**src/rtl/ip_memtest_pkg.sv**
```systemverilog
// Shared types and helpers for the SDRAM pattern tester.
//   mode_e      : pattern selector encoding (matches the 2-bit mode input)
//   state_e     : sequencer FSM states
//   LFSR_POLY   : Galois LFSR feedback mask (right-shifting form)
//   lfsr_next() : one LFSR step
package ip_memtest_pkg;

    typedef enum logic [1:0] {
        MODE_INC  = 2'd0,
        MODE_LFSR = 2'd1,
        MODE_WALK = 2'd2,
        MODE_INV  = 2'd3
    } mode_e;

    typedef enum logic [2:0] {
        StIdle,
        StCheck,
        StWrIssue,
        StWrWait,
        StRdIssue,
        StRdWait,
        StFinish
    } state_e;

    localparam logic [31:0] LFSR_POLY = 32'h8020_0003;

    // Shift right; when a one falls out of bit 0, fold the feedback mask back in.
    function automatic logic [31:0] lfsr_next(input logic [31:0] s);
        return s[0] ? ((s >> 1) ^ LFSR_POLY) : (s >> 1);
    endfunction

endpackage

```
**src/rtl/ip_memtest_if.sv**
```systemverilog
// Byte/word request bus between the tester and the SDRAM controller.
//   master : tester side   (drives mem_rd, mem_wr, mem_address, mem_wdata)
//   slave  : memory side   (drives mem_busy, mem_rdata, mem_rdata_en)
interface ip_memtest_if #(
    parameter int unsigned ADDR_W = 23,
    parameter int unsigned DATA_W = 8
) ();

    logic              mem_rd;
    logic              mem_wr;
    logic              mem_busy;
    logic [ADDR_W-1:0] mem_address;
    logic [DATA_W-1:0] mem_wdata;
    logic [DATA_W-1:0] mem_rdata;
    logic              mem_rdata_en;

    modport master (
        output mem_rd,
        output mem_wr,
        output mem_address,
        output mem_wdata,
        input  mem_busy,
        input  mem_rdata,
        input  mem_rdata_en
    );

    modport slave (
        input  mem_rd,
        input  mem_wr,
        input  mem_address,
        input  mem_wdata,
        output mem_busy,
        output mem_rdata,
        output mem_rdata_en
    );

endinterface

```
**src/rtl/ip_memtest_patgen.sv**
```systemverilog
// Test-pattern generator. Holds the LFSR and the offset-from-start counter.
//   clk, reset : clock, synchronous active-high reset
//   load       : restart the sequence (LFSR <- seed or 1, offset <- 0)
//   step       : advance to the next address
//   mode       : pattern selector
//   seed       : LFSR seed / increment base
//   addr       : current address (used by the inverted-address pattern)
//   pattern    : data for the current address, combinational
module ip_memtest_patgen
    import ip_memtest_pkg::*;
#(
    parameter int unsigned ADDR_W = 23,
    parameter int unsigned DATA_W = 8
) (
    input  logic              clk,
    input  logic              reset,
    input  logic              load,
    input  logic              step,
    input  mode_e             mode,
    input  logic [31:0]       seed,
    input  logic [ADDR_W-1:0] addr,
    output logic [DATA_W-1:0] pattern
);

    localparam int unsigned OFS_W = $clog2(DATA_W);

    logic [31:0]       lfsr_q, lfsr_d;
    logic [ADDR_W-1:0] offset_q, offset_d;

    always_comb begin
        lfsr_d   = lfsr_q;
        offset_d = offset_q;
        if (load) begin
            // An all-zero LFSR would lock up, so a zero seed runs from 1.
            lfsr_d   = (seed == 32'd0) ? 32'd1 : seed;
            offset_d = '0;
        end else if (step) begin
            lfsr_d   = lfsr_next(lfsr_q);
            offset_d = offset_q + ADDR_W'(1);
        end
    end

    always_ff @(posedge clk) begin
        if (reset) begin
            lfsr_q   <= '0;
            offset_q <= '0;
        end else begin
            lfsr_q   <= lfsr_d;
            offset_q <= offset_d;
        end
    end

    always_comb begin
        pattern = '0;
        case (mode)
            MODE_INC:  pattern = DATA_W'(seed + 32'(offset_q));
            MODE_LFSR: pattern = DATA_W'(lfsr_q);
            MODE_WALK: pattern = DATA_W'(1) << offset_q[OFS_W-1:0];
            MODE_INV:  pattern = DATA_W'(~addr);
            default:   pattern = '0;
        endcase
    end

endmodule

```
**src/rtl/ip_memtest.sv**
```systemverilog
// SDRAM pattern tester: writes a pattern over [start_addr, end_addr], reads it
// back, compares, and reports pass/fail, a saturating error count and the first
// failure.
//   clk, reset             : clock, synchronous active-high reset
//   start, abort           : begin a test (pulse, idle only) / stop it (level)
//   mode, seed             : pattern selector and its seed/base
//   start_addr, end_addr   : inclusive address range
//   mem                    : request bus to the SDRAM controller (master side)
//   running, done, pass    : status; done is a one-cycle pulse at test end
//   range_err, aborted     : latched end-condition flags
//   err_count, fail_*      : error statistics and first-failure capture
module ip_memtest
    import ip_memtest_pkg::*;
#(
    parameter int unsigned ADDR_W  = 23,
    parameter int unsigned DATA_W  = 8,
    parameter int unsigned ERRC_W  = 16,
    parameter int unsigned TIMEOUT = 64
) (
    input  logic              clk,
    input  logic              reset,
    input  logic              start,
    input  logic              abort,
    input  logic [1:0]        mode,
    input  logic [ADDR_W-1:0] start_addr,
    input  logic [ADDR_W-1:0] end_addr,
    input  logic [31:0]       seed,
    ip_memtest_if.master      mem,
    output logic              running,
    output logic              done,
    output logic              pass,
    output logic              range_err,
    output logic              aborted,
    output logic [ERRC_W-1:0] err_count,
    output logic [ADDR_W-1:0] fail_addr,
    output logic [DATA_W-1:0] fail_exp,
    output logic [DATA_W-1:0] fail_got,
    output logic              fail_timeout
);

    localparam int unsigned TMO_W = $clog2(TIMEOUT + 1);

    state_e            state_q, state_d;
    mode_e             mode_q, mode_d;
    logic [ADDR_W-1:0] start_q, start_d;
    logic [ADDR_W-1:0] end_q, end_d;
    logic [31:0]       seed_q, seed_d;
    logic [ADDR_W-1:0] addr_q, addr_d;
    logic              first_q, first_d;
    logic [TMO_W-1:0]  tmo_q, tmo_d;
    logic [ERRC_W-1:0] err_count_q, err_count_d;
    logic [ADDR_W-1:0] fail_addr_q, fail_addr_d;
    logic [DATA_W-1:0] fail_exp_q, fail_exp_d;
    logic [DATA_W-1:0] fail_got_q, fail_got_d;
    logic              fail_timeout_q, fail_timeout_d;
    logic              pass_q, pass_d;
    logic              range_err_q, range_err_d;
    logic              aborted_q, aborted_d;

    logic              gen_load, gen_step;
    logic              wr_req, rd_req;
    logic              advance, err_hit, err_tmo;
    logic [DATA_W-1:0] err_got;
    logic [DATA_W-1:0] pattern;

    ip_memtest_patgen #(
        .ADDR_W (ADDR_W),
        .DATA_W (DATA_W)
    ) u_patgen (
        .clk     (clk),
        .reset   (reset),
        .load    (gen_load),
        .step    (gen_step),
        .mode    (mode_q),
        .seed    (seed_q),
        .addr    (addr_q),
        .pattern (pattern)
    );

    assign running = (state_q != StIdle) && (state_q != StFinish);
    assign done    = (state_q == StFinish);

    always_comb begin
        state_d        = state_q;
        mode_d         = mode_q;
        start_d        = start_q;
        end_d          = end_q;
        seed_d         = seed_q;
        addr_d         = addr_q;
        first_d        = first_q;
        tmo_d          = tmo_q;
        err_count_d    = err_count_q;
        fail_addr_d    = fail_addr_q;
        fail_exp_d     = fail_exp_q;
        fail_got_d     = fail_got_q;
        fail_timeout_d = fail_timeout_q;
        pass_d         = pass_q;
        range_err_d    = range_err_q;
        aborted_d      = aborted_q;
        gen_load       = 1'b0;
        gen_step       = 1'b0;
        wr_req         = 1'b0;
        rd_req         = 1'b0;
        advance        = 1'b0;
        err_hit        = 1'b0;
        err_tmo        = 1'b0;
        err_got        = '0;

        // Abort preempts every running state, so no request is issued that cycle.
        if (running && abort) begin
            aborted_d = 1'b1;
            state_d   = StFinish;
        end else begin
            case (state_q)
                StIdle: begin
                    if (start) begin
                        mode_d         = mode_e'(mode);
                        start_d        = start_addr;
                        end_d          = end_addr;
                        seed_d         = seed;
                        err_count_d    = '0;
                        fail_addr_d    = '0;
                        fail_exp_d     = '0;
                        fail_got_d     = '0;
                        fail_timeout_d = 1'b0;
                        pass_d         = 1'b0;
                        range_err_d    = 1'b0;
                        aborted_d      = 1'b0;
                        state_d        = StCheck;
                    end
                end
                StCheck: begin
                    if (end_q < start_q) begin
                        range_err_d = 1'b1;
                        state_d     = StFinish;
                    end else begin
                        addr_d   = start_q;
                        gen_load = 1'b1;
                        state_d  = StWrIssue;
                    end
                end
                StWrIssue: begin
                    if (!mem.mem_busy) begin
                        wr_req  = 1'b1;
                        first_d = 1'b1;
                        state_d = StWrWait;
                    end
                end
                StWrWait: begin
                    // The controller may not raise busy until the cycle after the request.
                    if (first_q) begin
                        first_d = 1'b0;
                    end else if (!mem.mem_busy) begin
                        if (addr_q == end_q) begin
                            addr_d   = start_q;
                            gen_load = 1'b1;
                            state_d  = StRdIssue;
                        end else begin
                            addr_d   = addr_q + ADDR_W'(1);
                            gen_step = 1'b1;
                            state_d  = StWrIssue;
                        end
                    end
                end
                StRdIssue: begin
                    if (!mem.mem_busy) begin
                        rd_req  = 1'b1;
                        tmo_d   = '0;
                        state_d = StRdWait;
                    end
                end
                StRdWait: begin
                    if (mem.mem_rdata_en) begin
                        advance = 1'b1;
                        if (mem.mem_rdata != pattern) begin
                            err_hit = 1'b1;
                            err_got = mem.mem_rdata;
                        end
                    end else if (tmo_q == TMO_W'(TIMEOUT - 1)) begin
                        advance = 1'b1;
                        err_hit = 1'b1;
                        err_tmo = 1'b1;
                    end else begin
                        tmo_d = tmo_q + TMO_W'(1);
                    end
                    if (advance) begin
                        if (addr_q == end_q) begin
                            state_d = StFinish;
                        end else begin
                            addr_d   = addr_q + ADDR_W'(1);
                            gen_step = 1'b1;
                            state_d  = StRdIssue;
                        end
                    end
                end
                StFinish: state_d = StIdle;
                default:  state_d = StIdle;
            endcase
        end

        if (err_hit) begin
            // A zero count means this is the first failure of the test.
            if (err_count_q == '0) begin
                fail_addr_d    = addr_q;
                fail_exp_d     = pattern;
                fail_got_d     = err_got;
                fail_timeout_d = err_tmo;
            end
            if (err_count_q != {ERRC_W{1'b1}}) begin
                err_count_d = err_count_q + ERRC_W'(1);
            end
        end

        // Resolve pass on entry to FINISH so it is already valid during done.
        if (state_d == StFinish && state_q != StFinish) begin
            pass_d = (err_count_d == '0) && !range_err_d && !aborted_d;
        end
    end

    always_ff @(posedge clk) begin
        if (reset) begin
            state_q        <= StIdle;
            mode_q         <= MODE_INC;
            start_q        <= '0;
            end_q          <= '0;
            seed_q         <= '0;
            addr_q         <= '0;
            first_q        <= 1'b0;
            tmo_q          <= '0;
            err_count_q    <= '0;
            fail_addr_q    <= '0;
            fail_exp_q     <= '0;
            fail_got_q     <= '0;
            fail_timeout_q <= 1'b0;
            pass_q         <= 1'b0;
            range_err_q    <= 1'b0;
            aborted_q      <= 1'b0;
        end else begin
            state_q        <= state_d;
            mode_q         <= mode_d;
            start_q        <= start_d;
            end_q          <= end_d;
            seed_q         <= seed_d;
            addr_q         <= addr_d;
            first_q        <= first_d;
            tmo_q          <= tmo_d;
            err_count_q    <= err_count_d;
            fail_addr_q    <= fail_addr_d;
            fail_exp_q     <= fail_exp_d;
            fail_got_q     <= fail_got_d;
            fail_timeout_q <= fail_timeout_d;
            pass_q         <= pass_d;
            range_err_q    <= range_err_d;
            aborted_q      <= aborted_d;
        end
    end

    // Requests are gated by reset so an in-flight request drops in the reset cycle.
    assign mem.mem_wr      = wr_req && !reset;
    assign mem.mem_rd      = rd_req && !reset;
    assign mem.mem_address = addr_q;
    assign mem.mem_wdata   = pattern;

    assign pass         = pass_q;
    assign range_err    = range_err_q;
    assign aborted      = aborted_q;
    assign err_count    = err_count_q;
    assign fail_addr    = fail_addr_q;
    assign fail_exp     = fail_exp_q;
    assign fail_got     = fail_got_q;
    assign fail_timeout = fail_timeout_q;

endmodule

```
**src/flat_wrapper.sv**
```systemverilog
// flat-port wrapper written by rule: the top's interface ports become plain ports
module ip_memtest_flat import ip_memtest_pkg::*;
#(
    parameter int unsigned ADDR_W  = 23,
    parameter int unsigned DATA_W  = 8,
    parameter int unsigned ERRC_W  = 16,
    parameter int unsigned TIMEOUT = 64
)
  (clk, reset, start, abort, mode, start_addr, end_addr, seed, running, done, pass, range_err, aborted, err_count, fail_addr, fail_exp, fail_got, fail_timeout, mem_mem_rd, mem_mem_wr, mem_mem_address, mem_mem_wdata, mem_mem_busy, mem_mem_rdata, mem_mem_rdata_en);
  ip_memtest_if #(.ADDR_W(ADDR_W), .DATA_W(DATA_W)) mem_i ();
  input  logic clk;
  input  logic reset;
  input  logic start;
  input  logic abort;
  input  logic [1:0] mode;
  input  logic [ADDR_W-1:0] start_addr;
  input  logic [ADDR_W-1:0] end_addr;
  input  logic [31:0] seed;
  output logic running;
  output logic done;
  output logic pass;
  output logic range_err;
  output logic aborted;
  output logic [ERRC_W-1:0] err_count;
  output logic [ADDR_W-1:0] fail_addr;
  output logic [DATA_W-1:0] fail_exp;
  output logic [DATA_W-1:0] fail_got;
  output logic fail_timeout;
  output wire logic [$bits(mem_i.mem_rd)-1:0] mem_mem_rd;
  output wire logic [$bits(mem_i.mem_wr)-1:0] mem_mem_wr;
  output wire logic [$bits(mem_i.mem_address)-1:0] mem_mem_address;
  output wire logic [$bits(mem_i.mem_wdata)-1:0] mem_mem_wdata;
  input wire logic [$bits(mem_i.mem_busy)-1:0] mem_mem_busy;
  input wire logic [$bits(mem_i.mem_rdata)-1:0] mem_mem_rdata;
  input wire logic [$bits(mem_i.mem_rdata_en)-1:0] mem_mem_rdata_en;
  assign mem_mem_rd = mem_i.mem_rd;
  assign mem_mem_wr = mem_i.mem_wr;
  assign mem_mem_address = mem_i.mem_address;
  assign mem_mem_wdata = mem_i.mem_wdata;
  assign mem_i.mem_busy = mem_mem_busy;
  assign mem_i.mem_rdata = mem_mem_rdata;
  assign mem_i.mem_rdata_en = mem_mem_rdata_en;
  ip_memtest #(.ADDR_W(ADDR_W), .DATA_W(DATA_W), .ERRC_W(ERRC_W), .TIMEOUT(TIMEOUT)) u_core (.clk(clk), .reset(reset), .start(start), .abort(abort), .mode(mode), .start_addr(start_addr), .end_addr(end_addr), .seed(seed), .mem(mem_i), .running(running), .done(done), .pass(pass), .range_err(range_err), .aborted(aborted), .err_count(err_count), .fail_addr(fail_addr), .fail_exp(fail_exp), .fail_got(fail_got), .fail_timeout(fail_timeout));
endmodule
```
**config.mk**
```make
export PLATFORM = sky130hd
export DESIGN_NAME = ip_memtest_flat
export DESIGN_NICKNAME = d
export VERILOG_FILES = /design/src/rtl/ip_memtest_pkg.sv /design/src/rtl/ip_memtest_if.sv /design/src/rtl/ip_memtest_patgen.sv /design/src/rtl/ip_memtest.sv /design/src/flat_wrapper.sv
export SDC_FILE = /design/constraint.sdc
export NUM_CORES = 1
export LEC_CHECK = 0
export BUFFER_PORTS_ARGS = -buffer_cell sky130_fd_sc_hd__buf_2
export CAP_MARGIN = 40
export CELL_PAD_IN_SITES_DETAIL_PLACEMENT = 2
export CELL_PAD_IN_SITES_GLOBAL_PLACEMENT = 2
export CORE_MARGIN = 10
export CORE_UTILIZATION = 35
export CTS_CLUSTER_SIZE = 10
export DETAILED_ROUTE_END_ITERATION = 12
export MAX_ROUTING_LAYER = met4
export PLACE_DENSITY = 0.83
export SYNTH_ARGS = -nofsm -noshare
export SYNTH_HDL_FRONTEND = slang
export SYNTH_SLANG_ARGS = --single-unit
export TNS_END_PERCENT = 10
```
**constraint.sdc**
```tcl
create_clock -name clk -period 9.65 [get_ports clk]
set_input_delay 0.965 -clock clk [delete_from_list [all_inputs] [get_ports clk]]
set_output_delay 0.965 -clock clk [all_outputs]
set_load 0.02 [all_outputs]
```
Word-level counts from Yosys, hierarchy flattened:

Cells that the tools add are included.

* flip-flop bits (word level): 228
* input port bits: 94
* output and inout port bits: 94
* logic and storage cells: 178

* add/sub/neg operators: 5
* magnitude comparators: 1
* equal/unequal tests: 25
* shift-type cells: 1
* muxes and demuxes: 97
* bitwise operators: 3
* reductions and logical operators: 28

Operators by type and width (count)
* $mux 23: 11
* $mux 32: 4
* $mux 8: 14
* $mux 16: 5
* $pmux 23 s3: 1
* $add 23x1->23 const B: 2
* $mux 1: 42
* $logic_not 16->1: 2
* $logic_not 32->1: 1
* $pmux 8 s4: 1
* $mux 3: 9
* $eq 23x23->1: 1
* $lt 23x23->1: 1
* $mux 7: 3
* $ne 2x2->1 const B: 9
* $pmux 3 s6: 1
* $add 16x1->16 const B: 1
* $ne 16x16->1 const B: 1
* $pmux 7 s2: 1
* $eq 3x3->1 const B: 4
* $reduce_bool 2->1: 5
* $reduce_and 3->1: 3
* $add 8x8->8: 1
* $ne 8x8->1: 1
* 22 further kinds: 36

Logic depth before layout (Yosys ltp):

Gate-level depths: netlist of run 1.

* word-level depth: 12
* mapped depth: 16
* mapped depth without buffers: 12

Hierarchy:

From an unflattened synthesis of run 1, not the netlist that was laid out.

* cell total of the unflattened synthesis: 1424
* area total of the unflattened synthesis: 10975.5 um2

Modules (own cells, without submodules)
* ip_memtest: times used 1, cells an instance 1108, area each 8481.9 um2, seq. area each 3463.3 um2
* ip_memtest_patgen: times used 1, cells an instance 316, area each 2493.6 um2, seq. area each 800.8 um2

Worst setup path before layout of run 1:

OpenSTA, ideal clock, no wires.

* kind: register -> register
* start: register u_core.u_patgen.offset_q[0]
* end: register u_core.fail_addr_q[10], in the netlist u_core.fail_addr[10]
* setup time: 0.128 ns
* data arrival time: 3.482 ns
* slack: 6.040 ns
* stages on the path, launching flop included: 15
* buffers on the path: 2
* clock period less this slack: 3.610 ns
* path through: dfxtp_1 ha_1 fa_1 a211oi_1 o31ai_1 xnor2_1 a21oi_1 xnor2_1 a41o_2 or3_1 buf_2 buf_6 and3_1 a21oi_2 nor2_1

* cells in the longest elaborated chain, start to end: 8
* elaborated cells on any way between the ends: 9
* those cells by class: add/sub (1); eq/ne (1); shift (1); mux (6)

RTL lines
* start, declared: line ip_memtest_patgen.sv:28 `logic [ADDR_W-1:0] offset_q, offset_d;`
* start signal, assigned: line ip_memtest_patgen.sv:49 `offset_q <= offset_d;`
* $add 8x8->8 / $shl 1x3->8 (equally long branches): line ip_memtest_patgen.sv:56, ip_memtest_patgen.sv:58
* $pmux 8 s4 (*): line ip_memtest_patgen.sv:55 `case (mode)`
* named net mem_mem_wdata[6]: line flat_wrapper.sv:32 `output wire logic [$bits(mem_i.mem_wdata)-1:0] mem_mem_wdata;`
* $ne 8x8->1 (*): line ip_memtest.sv:175 `if (mem.mem_rdata != pattern) begin`
* $mux 1 (*): line ip_memtest.sv:175
* $mux 1 (*): line ip_memtest.sv:173 `if (mem.mem_rdata_en) begin`
* $mux 1 (*): line ip_memtest.sv:114 `case (state_q)`
* $mux 1 (*): line ip_memtest.sv:110 `if (running && abort) begin`
* $mux 23 (*): line ip_memtest.sv:201 `if (err_hit) begin`
* end signal, assigned: line ip_memtest.sv:248 `fail_addr_q <= fail_addr_d;`
* end, declared: line ip_memtest.sv:52 `logic [ADDR_W-1:0] fail_addr_q, fail_addr_d;`

Mark *: on every way through the listed nets, which the timed path passes. The rest lies on a longest branch.
A chain may end at the register's enable or synchronous reset.

Final worst setup path of run 1:

* start: register u_core.u_patgen.offset_q[0]
* end: register u_core.fail_addr_q[4], in the netlist u_core.fail_addr[4]

* cells in the longest elaborated chain, start to end: 8
* elaborated cells on any way between the ends: 9
* those cells by class: add/sub (1); eq/ne (1); shift (1); mux (6)

RTL lines (line)
* $add 8x8->8 / $shl 1x3->8 (equally long branches): ip_memtest_patgen.sv:56, ip_memtest_patgen.sv:58
* $pmux 8 s4 (*): ip_memtest_patgen.sv:55
* $ne 8x8->1 (*): ip_memtest.sv:175
* $mux 1 (*): ip_memtest.sv:175
* $mux 1 (*): ip_memtest.sv:173
* $mux 1 (*): ip_memtest.sv:114
* $mux 1 (*): ip_memtest.sv:110
* $mux 23 (*): ip_memtest.sv:201

Every way passes the cells marked *; elsewhere a longest branch is shown, timed or not.

==> metrics.cfg, run 1 <==
[clock_network]
clock_tree.buffer_depth=3
clock_tree_from_tritoncts=done
ctsRootBufferMaster=sky130_fd_sc_hd__clkbuf_16
cts_inserted_buffers=27
clock-sinks=213
ctsHtreeMaxLevel=1
post_cts_resize_count=0
clkTransAtPathRegs_ns=0.06
hold_buffers=0
clk_latency_ns=0.53
post_cts.repair.setup_buffers=0

[setup_path]
critical-path-slowest-cell=sky130_fd_sc_hd__nor3_4
worst_setup_path_start_kind=flip-flop
timing.critical_path.fanout_max=22
critPathRequiredTime_ns=10.10
cp_cell_sequence=ha_1 > fa_1 > a211oi_1 > o31ai_1 > xnor2_1 > a21oi_1 > xnor2_1 > a41o_2 > nor3_4 > buf_4 > a21oi_1 > nor2_1
criticalPathCategory=reg -> reg
critPathArrivalTime_ns=4.68
endpoint_kind=flip-flop
cp_slowest_stage_delay_ns=0.67

[cells_and_area]
area.sequential_um2=4260
drive_gt1_frac=0.180
area_growth_pct=17.8
multi_input_area_um2=6220
final-instance-count-excl-fill=1966
num_antenna_cells=0
final_nets=1687
fillerInstances=3675

[timing]
post-route-min-period_ns=4.23
min_period_over_period=0.438
total_negative_slack_ns=0
grt_setup_unrepaired=false
number_of_endpoints_failing_setup_at_the_final_stage=0
hold_viol=0
fin_worst_skew_ns=0.00892
final-max-slew-violation-count=0
max_slew_margin=0.377
max_clock_freq_mhz=237
max_slew.worst_pin.slew_ns=0.933

[run_status]
outcome=finished clean

[min_path]
worstHoldPathType=reg -> reg

[global_routing]
grt_pass1_vias=12400
gr-total-overflow=0
initial_antenna_violation_count=0
grt_pass1_wl_mm=71.6
groute.usage.overall=0.233
largest_net_degree_at_the_start_of_global_routing=72

[place]
finalWeightedCongestion=0.953
hpwl_mm=32.6
dpl.cell_count=1926
port_buffers=187

[die]
chipWidth_um=198
design.die.area_um2=39100
io_pins=188
core.rowCount=65
design.core.area_um2=31400
initial_core_util=0.352
die_height_um=198

[synth]
synth_commonest_cells=sky130_fd_sc_hd__nand2_1 (236), sky130_fd_sc_hd__dfxtp_1 (213), sky130_fd_sc_hd__a21oi_1 (163), sky130_fd_sc_hd__nor2_1 (140), sky130_fd_sc_hd__clkbuf_1 (74)
netlist.area_leader.share=0.386
synth_area_um2=11100
synthFlopType=sky130_fd_sc_hd__dfxtp_1
synth_top_cells_by_area=sky130_fd_sc_hd__dfxtp_1 (39%), sky130_fd_sc_hd__nand2_1 (8.0%), sky130_fd_sc_hd__a21oi_1 (7.4%)
synthesized_instance_count=1421
synth_cell_type_count=73
synth.most_common_cell=sky130_fd_sc_hd__nand2_1
synth-warning-count=0
post_synth_edffs=0
yosys.area.top_type=sky130_fd_sc_hd__dfxtp_1
postSynthAreaPerCell_um2=7.78
synth_nets=1555
async_reset_ff_frac=0
seq_area_frac_synth=0.386
synth.ff_latch_count=213

[routing]
post_drt_wl_per_cell_um=23.0
vias=11200
drc_errors=0
first_pass_iters=6
vias_per_cell=5.71
ant_nets=0
wl_mm=45.2
detailed_router_s_first_iteration_violation_count=733

[power_and_ir_drop]
leakage_nw=5.34
power_per_cell_area_nw_per_um2=231
report.power.total_mw=3.01
power.ir.vdd_worst_mv=0.111

[run]
timing.max_cap.violations=0

==> registers in the layout, indices dropped and copies added, names as in the netlist, 16 cells and up <==
register	count
u_core.end_q	23
u_core.err_count	16
u_core.fail_addr	23
u_core.mem.mem_address	23
u_core.seed_q	32
u_core.start_q	23
u_core.u_patgen.lfsr_q	32
==> routing by layer <==
layer	up-vias	track usage	wire length, um
li1	5263	-	-
met1	5616	0.278	19800
met2	275	0.393	21800
met3	79	0.0412	2340
met4	0	0.0715	1290
met5	-	-	0
==> layout make-up <==
type | count | area share
Timing Repair Buffer | 201 | 0.0829
Tap cell | 402 | 0.0386
Clock inverter | 4 | 0.00538
Clock buffer | 36 | 0.0575
Multi-Input combinational cell | 1073 | 0.477
Sequential cell | 213 | 0.327
Inverter | 37 | 0.0107
==> logic make-up (layout without fill, tap and decap cells) <==
family	Yosys count	after routing	synth area share
xor+xnor	42	42	0.0333
compound gates	363	363	0.203
buf+inv	135	278	0.0535
flops	213	213	0.386
fa+ha+maj	40	40	0.0459
mux	11	11	0.0136
simple gates	617	617	0.265
==> placed cells by master, fill, tap and decap left out, drive strengths merged, types with 6 or more instances in the layout <==
cell / count
inv: 37
a31oi: 13
or2: 6
nor3b: 10
a21o: 6
nor3: 21
a21oi: 185
buf: 201
nand4: 21
o31ai: 6
nand2b: 11
xor2: 27
nor4: 19
a222oi: 14
mux2i: 6
nand3: 46
nor2: 140
dfxtp: 213
or3: 20
nand2: 236
xnor2: 15
and2: 7
clkbuf: 36
a2bb2oi: 9
a211oi: 26
o21ai: 67
nor2b: 12
and3: 51
ha: 39
==> power by group <==
part | switching (mW) | internal [mW] | total, mW
clock | 0.382 | 0.586 | 0.968
sequential | 0.155 | 0.984 | 1.14
combinational | 0.595 | 0.307 | 0.902
==> stage by stage <==
step	hold slack, ns	util	setup WS (ns)	instance area, um^2
6_report	0.464	0.415	5.42	13000
5_1_grt	0.504	0.415	5.14	13000
4_1_cts	0.469	0.415	5.40	13000
3_5_place_dp	0.453	0.389	5.49	12200
3_3_place_gp	0.445	0.387	5.65	12200
2_1_floorplan	0.436	-	6.04	11100
==> final timing paths <==
| path | start | endpoint | slack [ns] | cells after the start |
|---|---|---|---|---|
| hold / removal | u_core.start_q[17] | u_core.start_q[17] | 0.46 | 2 |
| setup reg to reg | u_core.u_patgen.offset_q[0] | u_core.fail_addr[4] | 5.42 | 12 |
| hold reg to reg | u_core.start_q[17] | u_core.start_q[17] | 0.46 | 2 |
| setup / recovery | u_core.u_patgen.offset_q[0] | u_core.fail_addr[4] | 5.42 | 12 |
==> worst max-delay path: cells and delay by family, from the launching register on <==
family	cells	cell delay, ns
compound gates	5	1.46
xor+xnor	2	0.33
fa+ha+maj	2	0.69
buf+inv	1	0.48
flops	1	0.38
simple gates	2	0.80
(Power assumes the default switching activity.)
==> inputs of run 2 (changes only) <==
--- a/config.mk
+++ b/config.mk
@@ -10,11 +10,11 @@
 export CELL_PAD_IN_SITES_DETAIL_PLACEMENT = 2
 export CELL_PAD_IN_SITES_GLOBAL_PLACEMENT = 2
 export CORE_MARGIN = 10
-export CORE_UTILIZATION = 35
+export CORE_UTILIZATION = 30
 export CTS_CLUSTER_SIZE = 10
 export DETAILED_ROUTE_END_ITERATION = 12
 export MAX_ROUTING_LAYER = met4
-export PLACE_DENSITY = 0.83
+export PLACE_DENSITY = 0.75
 export SYNTH_ARGS = -nofsm -noshare
 export SYNTH_HDL_FRONTEND = slang
 export SYNTH_SLANG_ARGS = --single-unit
==> constraint.sdc (replaced) <==
create_clock -name clk -period 3.5 [get_ports clk]
set_input_delay 0.35 -clock clk [delete_from_list [all_inputs] [get_ports clk]]
set_output_delay 0.35 -clock clk [all_outputs]
set_load 0.02 [all_outputs]
==> run 2 against run 1 <==
- core utilization down 4.3 points
- sequential power rose to 2.7 times the previous value
- clock power rose to 2.6 times the previous value
- clock-buffer cell count down 1
- clock skew up 0.015 ns
- power rose to 2.8 times the previous value
- combinational power rose to 3.1 times the previous value
- die area up 15%
- worst hold slack worse by 0.41 ns
- largest cell class unchanged
- largest power group unchanged
- highest routed layer unchanged
==> metrics.cfg, run 2 (synthesis results as in run 1) <==
[run_status]
outcome=finished clean

[timing]
final-max-slew-violation-count=0  ; unchanged
max_slew.worst_pin.slew_ns=0.934  ; +0.000295 ns
min_period_over_period=0.961  ; +0.523
post-route-min-period_ns=3.36  ; -0.863 ns
grt_setup_unrepaired=true
max_slew_margin=0.378  ; +0.000655
max_clock_freq_mhz=297  ; +26%
fin_worst_skew_ns=0.0240  ; +0.0151 ns
total_negative_slack_ns=0  ; unchanged
number_of_endpoints_failing_setup_at_the_final_stage=0  ; unchanged
hold_viol=0  ; unchanged

[setup_path]
setup.worst_path.end=u_core.pass
critical_path.reg2reg.endpoint=u_core.pass
critical_path.top_delay_family=simple AND/OR/NAND/NOR gates
critPathArrivalTime_ns=3.83  ; -0.85 ns
cp.buffers_inverters=0  ; -1
worst_setup_path_start_kind=flip-flop
worst_setup_path_startpoint=u_core.err_count[0]
timing.reg2reg.worst_path_depth=11  ; -1
critPathRequiredTime_ns=3.97  ; -6.13 ns
timing.critical_path.fanout_max=6  ; -73%
endpoint_kind=flip-flop
r2r-start=u_core.err_count[0]
critical-path-slowest-cell=sky130_fd_sc_hd__or4_1
cpMostUsedCell=sky130_fd_sc_hd__and3_1
cp_slowest_stage_delay_ns=0.69  ; +0.02 ns
ff2ff_setup_slack_ns=0.14  ; -5.29 ns
critical_path_depth=11  ; -1
criticalPathCategory=reg -> reg
cp_cell_sequence=ha_1 > and3_1 > nand3_1 > or4_1 > mux2_2 > a21oi_1 > nor2_1 > mux2i_1 > and3_1 > nand4_1 > o31ai_1

[routing]
vias=11400  ; +1.3%
post_drt_wl_per_cell_um=22.3  ; -3.2%
wl_mm=46.6  ; +3.1%
drc_errors=0  ; unchanged
first_pass_iters=5  ; -1
ant_nets=0  ; unchanged
vias_per_cell=5.43  ; -4.9%
detailed_router_s_first_iteration_violation_count=632  ; -14%

[clock_network]
clock_tree_from_tritoncts=done
hold_buffers=0  ; unchanged
clock_tree.buffer_depth=3  ; unchanged
clock-sinks=213  ; unchanged
clk_latency_ns=0.55  ; +0.02 ns
cts_inserted_buffers=27  ; unchanged
clkTransAtPathRegs_ns=0.07  ; about the same
ctsRootBufferMaster=sky130_fd_sc_hd__clkbuf_16
ctsHtreeMaxLevel=1  ; unchanged

[global_routing]
groute.usage.overall=0.206  ; -0.0266
initial_antenna_violation_count=2  ; +2
gr-usage-met2=0.337  ; -0.0555
grt_pass1_vias=12300  ; -1.3%
met3_routing_resource_usage_after_global_routing=0.0373  ; -0.00399
gr-total-overflow=0  ; unchanged
busiest_layer_in_global_routing=met2
grt_pass1_wl_mm=72.4  ; +1.2%
grtUsageMet1=0.262  ; -0.0158
largest_net_degree_at_the_start_of_global_routing=107  ; +49%

[cells_and_area]
area_growth_pct=22.8
fin_util=0.372  ; -0.0432
layout_top_registers=u_core.seed_q: 32 flops, u_core.u_patgen.lfsr_q: 32 flops
drive_gt1_frac=0.217  ; +0.0378
most_frequent_standard_cell_in_the_layout_excluding_fill_and_tap_cells=sky130_fd_sc_hd__nand2_1
mostFrequentLayoutCells=sky130_fd_sc_hd__nand2_1 (236), sky130_fd_sc_hd__dfxtp_1 (211), sky130_fd_sc_hd__buf_2 (186)
final-instance-count-excl-fill=2093  ; +6.5%
design_area_um2=13600  ; +4.2%
final_nets=1746  ; +3.5%
fillerInstances=4288  ; +17%

[power_and_ir_drop]
total_switching_power_mw=3.16  ; +180%
switching_share=0.381  ; +0.00442
power.ir.vdd_worst_mv=0.380  ; +240%
proportion_of_power_drawn_by_the_clock_network=0.301  ; -0.021
leakage_nw=5.63  ; +5.4%
power_frac_comb=0.333  ; +0.033
power_per_cell_area_nw_per_um2=611  ; +160%
p_int_mw=5.13  ; +170%
share_seq_of_total_power=0.365  ; -0.013

[place]
dpl.cell_count=2050  ; +6.4%
place_area_um2=12800  ; +4.5%
port_buffers=187  ; unchanged
hpwl_mm=34.4  ; +5.5%
finalWeightedCongestion=0.896  ; -6.0%

[die]
io_pins=188  ; unchanged
design.die.area_um2=44900  ; +15%
design.core.area_um2=36500  ; +16%
core.rowCount=70  ; +7.7%
die_height_um=212  ; +7.2%
initial_core_util=0.303  ; -0.0495
chipWidth_um=212  ; +7.2%

[run]
timing.max_cap.violations=0  ; unchanged

[min_path]
worstHoldPathType=in -> reg

[run 2: cell types whose count changed in the layout (fill, tap and decap cells not counted), sizes merged]
cell and delta:
buf +59, diode +2, clkinv +2, clkbuf -1, clkinvlp +1, bufinv -2
[run 2: tightest hold or removal path: cells and delay by family]
| kind | cells | cell delay (ns) |
|---|---|---|
| compound gates | 1 | 0.05 |
| buf+inv | 1 | 0.09 |
| simple gates | 1 | 0.05 |
[run 2: cell type report]
type / count / area, um^2 / area share
multi-input cells: 1073 / 6260 / 0.462
flip-flops and latches: 213 / 4270 / 0.314
repair buffers: 260 / 1560 / 0.115
clock buffers: 35 / 726 / 0.0535
well taps: 468 / 586 / 0.0431
inverters: 37 / 139 / 0.0102
clock inverters: 5 / 27.5 / 0.00203
diodes: 2 / 5.00 / 0.000369
[run 2: how the worst min path moves through the flow]
stage | endpoint | cells past startpoint | start
floorplan | u_core.start_q[13] | 2 | u_core.start_q[13]
global route | u_core.end_q[8] | 3 | end_addr[8]
global placement | u_core.start_q[21] | 2 | u_core.start_q[21]
finish | u_core.end_q[8] | 3 | end_addr[8]
CTS | u_core.start_q[19] | 3 | start_addr[19]
detailed placement | u_core.start_q[21] | 2 | u_core.start_q[21]
[run 2: through the flow]
stage               setup WS (ns)  power, mW  hold WS (ns)
detailed placement        -0.0332       5.82         0.451
global route              -0.0566       8.82        0.0449
CTS                        0.0146       8.38        0.0265
finish                      0.137       8.29        0.0497
global placement           0.0676       5.69         0.446
floorplan                  0.0697       4.71         0.436
[run 2: power by group through the flow]
| stage | combinational (mW) | clock [mW] | sequential (mW) |
|---|---|---|---|
| detailed placement | 2.75 | 0 | 3.08 |
| global route | 3.07 | 2.68 | 3.07 |
| floorplan | 1.72 | 0 | 3.00 |
| global placement | 2.63 | 0 | 3.06 |
| finish | 2.76 | 2.50 | 3.03 |
| CTS | 2.78 | 2.57 | 3.03 |
[run 2: repair_timing]
action / in CTS / in global routing
endpoints found under the setup margin: 16 / 59
pin swaps: 0 / 2
setup buffers: 0 / 1
gates resized for setup: 2 / 15
[run 2: per-layer routing]
layer,routed length [um],part of all wire
met1,21600,0.46
met2,21900,0.47
met3,2320,0.050
met4,799,0.017
met5,0,0
==> inputs of run 3 (changes only) <==
--- a/config.mk
+++ b/config.mk
@@ -11,10 +11,11 @@
 export CELL_PAD_IN_SITES_GLOBAL_PLACEMENT = 2
 export CORE_MARGIN = 10
 export CORE_UTILIZATION = 30
+export CTS_BUF_LIST = sky130_fd_sc_hd__clkbuf_8 sky130_fd_sc_hd__clkbuf_16
 export CTS_CLUSTER_SIZE = 10
 export DETAILED_ROUTE_END_ITERATION = 12
 export MAX_ROUTING_LAYER = met4
-export PLACE_DENSITY = 0.75
+export PLACE_DENSITY = 0.82
 export SYNTH_ARGS = -nofsm -noshare
 export SYNTH_HDL_FRONTEND = slang
 export SYNTH_SLANG_ARGS = --single-unit
==> run 3 against run 2 <==
- global-route usage fell by 0.12 points
- clock skew down 0.012 ns
- die area unchanged
- non-clock buffer count down 11
- sequential share of layout area increased by 0.096 points
- clock-buffer cell count decreased by 2
- worst hold slack gained 0.0046 ns
- first-iteration DRC count increased by 17%
- register-to-register slack lost 0.096 ns
- largest cell class unchanged
- setup slack worse by 0.096 ns
- critical path depth rose by 2
- sequential cell count is the same
- critical endpoint unchanged
==> metrics.cfg, run 3 (synthesis results as in run 1) <==
[routing]
wl_mm=46.3  ; -0.51%
vias=11400  ; +0.12%
first_pass_iters=5  ; unchanged
detailed_router_s_first_iteration_violation_count=740  ; +17%
post_drt_wl_per_cell_um=22.3  ; +0.12%
ant_nets=0  ; unchanged
vias_per_cell=5.48  ; +0.75%
drc_errors=0  ; unchanged

[clock_network]
ctsRootBufferMaster=sky130_fd_sc_hd__clkbuf_16
cts_inserted_buffers=27  ; unchanged
clkTransAtPathRegs_ns=0.06  ; about the same
ctsHtreeMaxLevel=1  ; unchanged
clock-sinks=213  ; unchanged
clock_tree_from_tritoncts=done
hold_buffers=0  ; unchanged
clk_latency_ns=0.53  ; -0.02 ns
clock_tree.buffer_depth=3  ; unchanged

[cells_and_area]
area_growth_pct=22.3
num_antenna_cells=0  ; -2
final_nets=1735  ; -0.63%
mostFrequentLayoutCells=sky130_fd_sc_hd__nand2_1 (236), sky130_fd_sc_hd__dfxtp_1 (212), sky130_fd_sc_hd__buf_2 (186)
most_frequent_standard_cell_in_the_layout_excluding_fill_and_tap_cells=sky130_fd_sc_hd__nand2_1
layout_top_registers=u_core.seed_q: 32 flops, u_core.u_patgen.lfsr_q: 32 flops
fillerInstances=4187  ; -2.4%
final-instance-count-excl-fill=2080  ; -0.62%
area.sequential_um2=4270  ; about the same
multi_input_area_um2=6260  ; -0.14%
drive_gt1_frac=0.212  ; -0.00596
fin_util=0.370  ; -0.00123

[timing]
grt_setup_unrepaired=true
post-route-worst-setup-slack_ns=0.0409  ; -0.0960 ns
hold_viol=0  ; unchanged
number_of_endpoints_failing_setup_at_the_final_stage=0  ; unchanged
final-max-slew-violation-count=0  ; unchanged
min_period_over_period=0.988  ; +0.0274
fin_worst_skew_ns=0.0116  ; -0.0125 ns
max_clock_freq_mhz=289  ; -2.8%
max_slew_margin=0.415  ; +0.0378
max_slew.worst_pin.slew_ns=0.877  ; -0.0566 ns
post-route-min-period_ns=3.46  ; +0.0960 ns
hold_ws_ns=0.0543  ; +0.00459 ns

[place]
port_buffers=187  ; unchanged
dpl.cell_count=2039  ; -0.54%
hpwl_mm=34.1  ; -0.93%
place_worst_setup_slack_ns=-0.114  ; -0.0812 ns
finalWeightedCongestion=0.902  ; +0.71%

[power_and_ir_drop]
power_frac_comb=0.327  ; -0.006
share_seq_of_total_power=0.366  ; about the same
proportion_of_power_drawn_by_the_clock_network=0.308  ; +0.007
switching_share=0.380  ; about the same
power_per_cell_area_nw_per_um2=617  ; +0.99%
leakage_nw=5.61  ; -0.24%
power.ir.vdd_worst_mv=0.352  ; -7.4%
total_switching_power_mw=3.17  ; +0.59%
p_int_mw=5.17  ; +0.69%

[global_routing]
largest_net_degree_at_the_start_of_global_routing=72  ; -33%
groute.usage.overall=0.205  ; -0.00123
initial_antenna_violation_count=0  ; -2
gr-total-overflow=0  ; unchanged
grt_pass1_vias=12300  ; +0.40%
grt_pass1_wl_mm=72.0  ; -0.56%

[die]
design.die.area_um2=44900  ; unchanged
chipWidth_um=212  ; unchanged
initial_core_util=0.303  ; unchanged
die_height_um=212  ; unchanged
design.core.area_um2=36500  ; unchanged
core.rowCount=70  ; unchanged
io_pins=188  ; unchanged

[setup_path]
critPathRequiredTime_ns=3.94  ; -0.03 ns
worst_setup_path_start_kind=flip-flop
critPathArrivalTime_ns=3.90  ; +0.07 ns
criticalPathCategory=reg -> reg
endpoint_kind=flip-flop
timing.critical_path.fanout_max=7  ; +1

[run_status]
outcome=finished clean

[run]
timing.max_cap.violations=0  ; unchanged

[min_path]
worstHoldPathType=in -> reg

run 3: metal layers:
| layer | global-route usage | vias up | part of all wire |
|---|---|---|---|
| met5 | - | - | 0 |
| met4 | 0.0446 | 0 | 0.021 |
| met3 | 0.0386 | 62 | 0.052 |
| met2 | 0.343 | 243 | 0.48 |
| met1 | 0.252 | 5723 | 0.44 |
| li1 | - | 5361 | - |
run 3: final timing paths:
check                              startpoint                 to  slack (ns)  cells past startpoint
setup / recovery  u_core.u_patgen.offset_q[0]        u_core.pass        0.04                     13
hold / removal                   end_addr[13]   u_core.end_q[13]        0.05                      3
setup reg to reg  u_core.u_patgen.offset_q[0]        u_core.pass        0.04                     13
hold reg to reg             u_core.start_q[1]  u_core.start_q[1]        0.46                      2
run 3: what timing repair did:
action,CTS,global route
setup buffers,1,0
gates resized for setup,5,7
endpoints found under the setup margin,1,55
gates cloned,0,0
pin swaps,3,3
run 3: critical path, stage by stage (launching register included):
cell	delay (ns)
sky130_fd_sc_hd__dfxtp_1	0.31
sky130_fd_sc_hd__ha_1	0.24
sky130_fd_sc_hd__fa_2	0.38
sky130_fd_sc_hd__xor2_1	0.18
sky130_fd_sc_hd__mux4_2	0.49
sky130_fd_sc_hd__xor2_1	0.16
sky130_fd_sc_hd__nor3_1	0.08
sky130_fd_sc_hd__and4_4	0.17
sky130_fd_sc_hd__and3_2	0.26
sky130_fd_sc_hd__or2_4	0.30
sky130_fd_sc_hd__buf_4	0.17
sky130_fd_sc_hd__o211ai_1	0.23
sky130_fd_sc_hd__nand4_1	0.20
sky130_fd_sc_hd__o31ai_2	0.22
run 3: through the flow:
step / total power, mW / setup TNS (ns) / area, um^2
final: 8.34 / 0 / 13500
after global routing: 8.83 / -0.231 / 13500
after CTS: 8.41 / 0 / 13500
after detailed placement: 5.79 / -0.114 / 12700
after global placement: 5.64 / 0 / 12700
after floorplan: 4.71 / 0 / 11100
run 3: layout make-up:
class | count | area share
inverters | 37 | 0.0103
flip-flops and latches | 213 | 0.315
clock buffers | 33 | 0.0560
repair buffers | 249 | 0.110
clock inverters | 7 | 0.00231
well taps | 468 | 0.0433
multi-input cells | 1073 | 0.462
run 3: power groups by stage:
stage | combinational, mW | clock, mW | sequential (mW)
floorplan | 1.72 | 0 | 3.00
global placement | 2.57 | 0 | 3.07
detailed placement | 2.70 | 0 | 3.09
CTS | 2.74 | 2.62 | 3.05
global route | 3.02 | 2.72 | 3.09
finish | 2.73 | 2.57 | 3.05
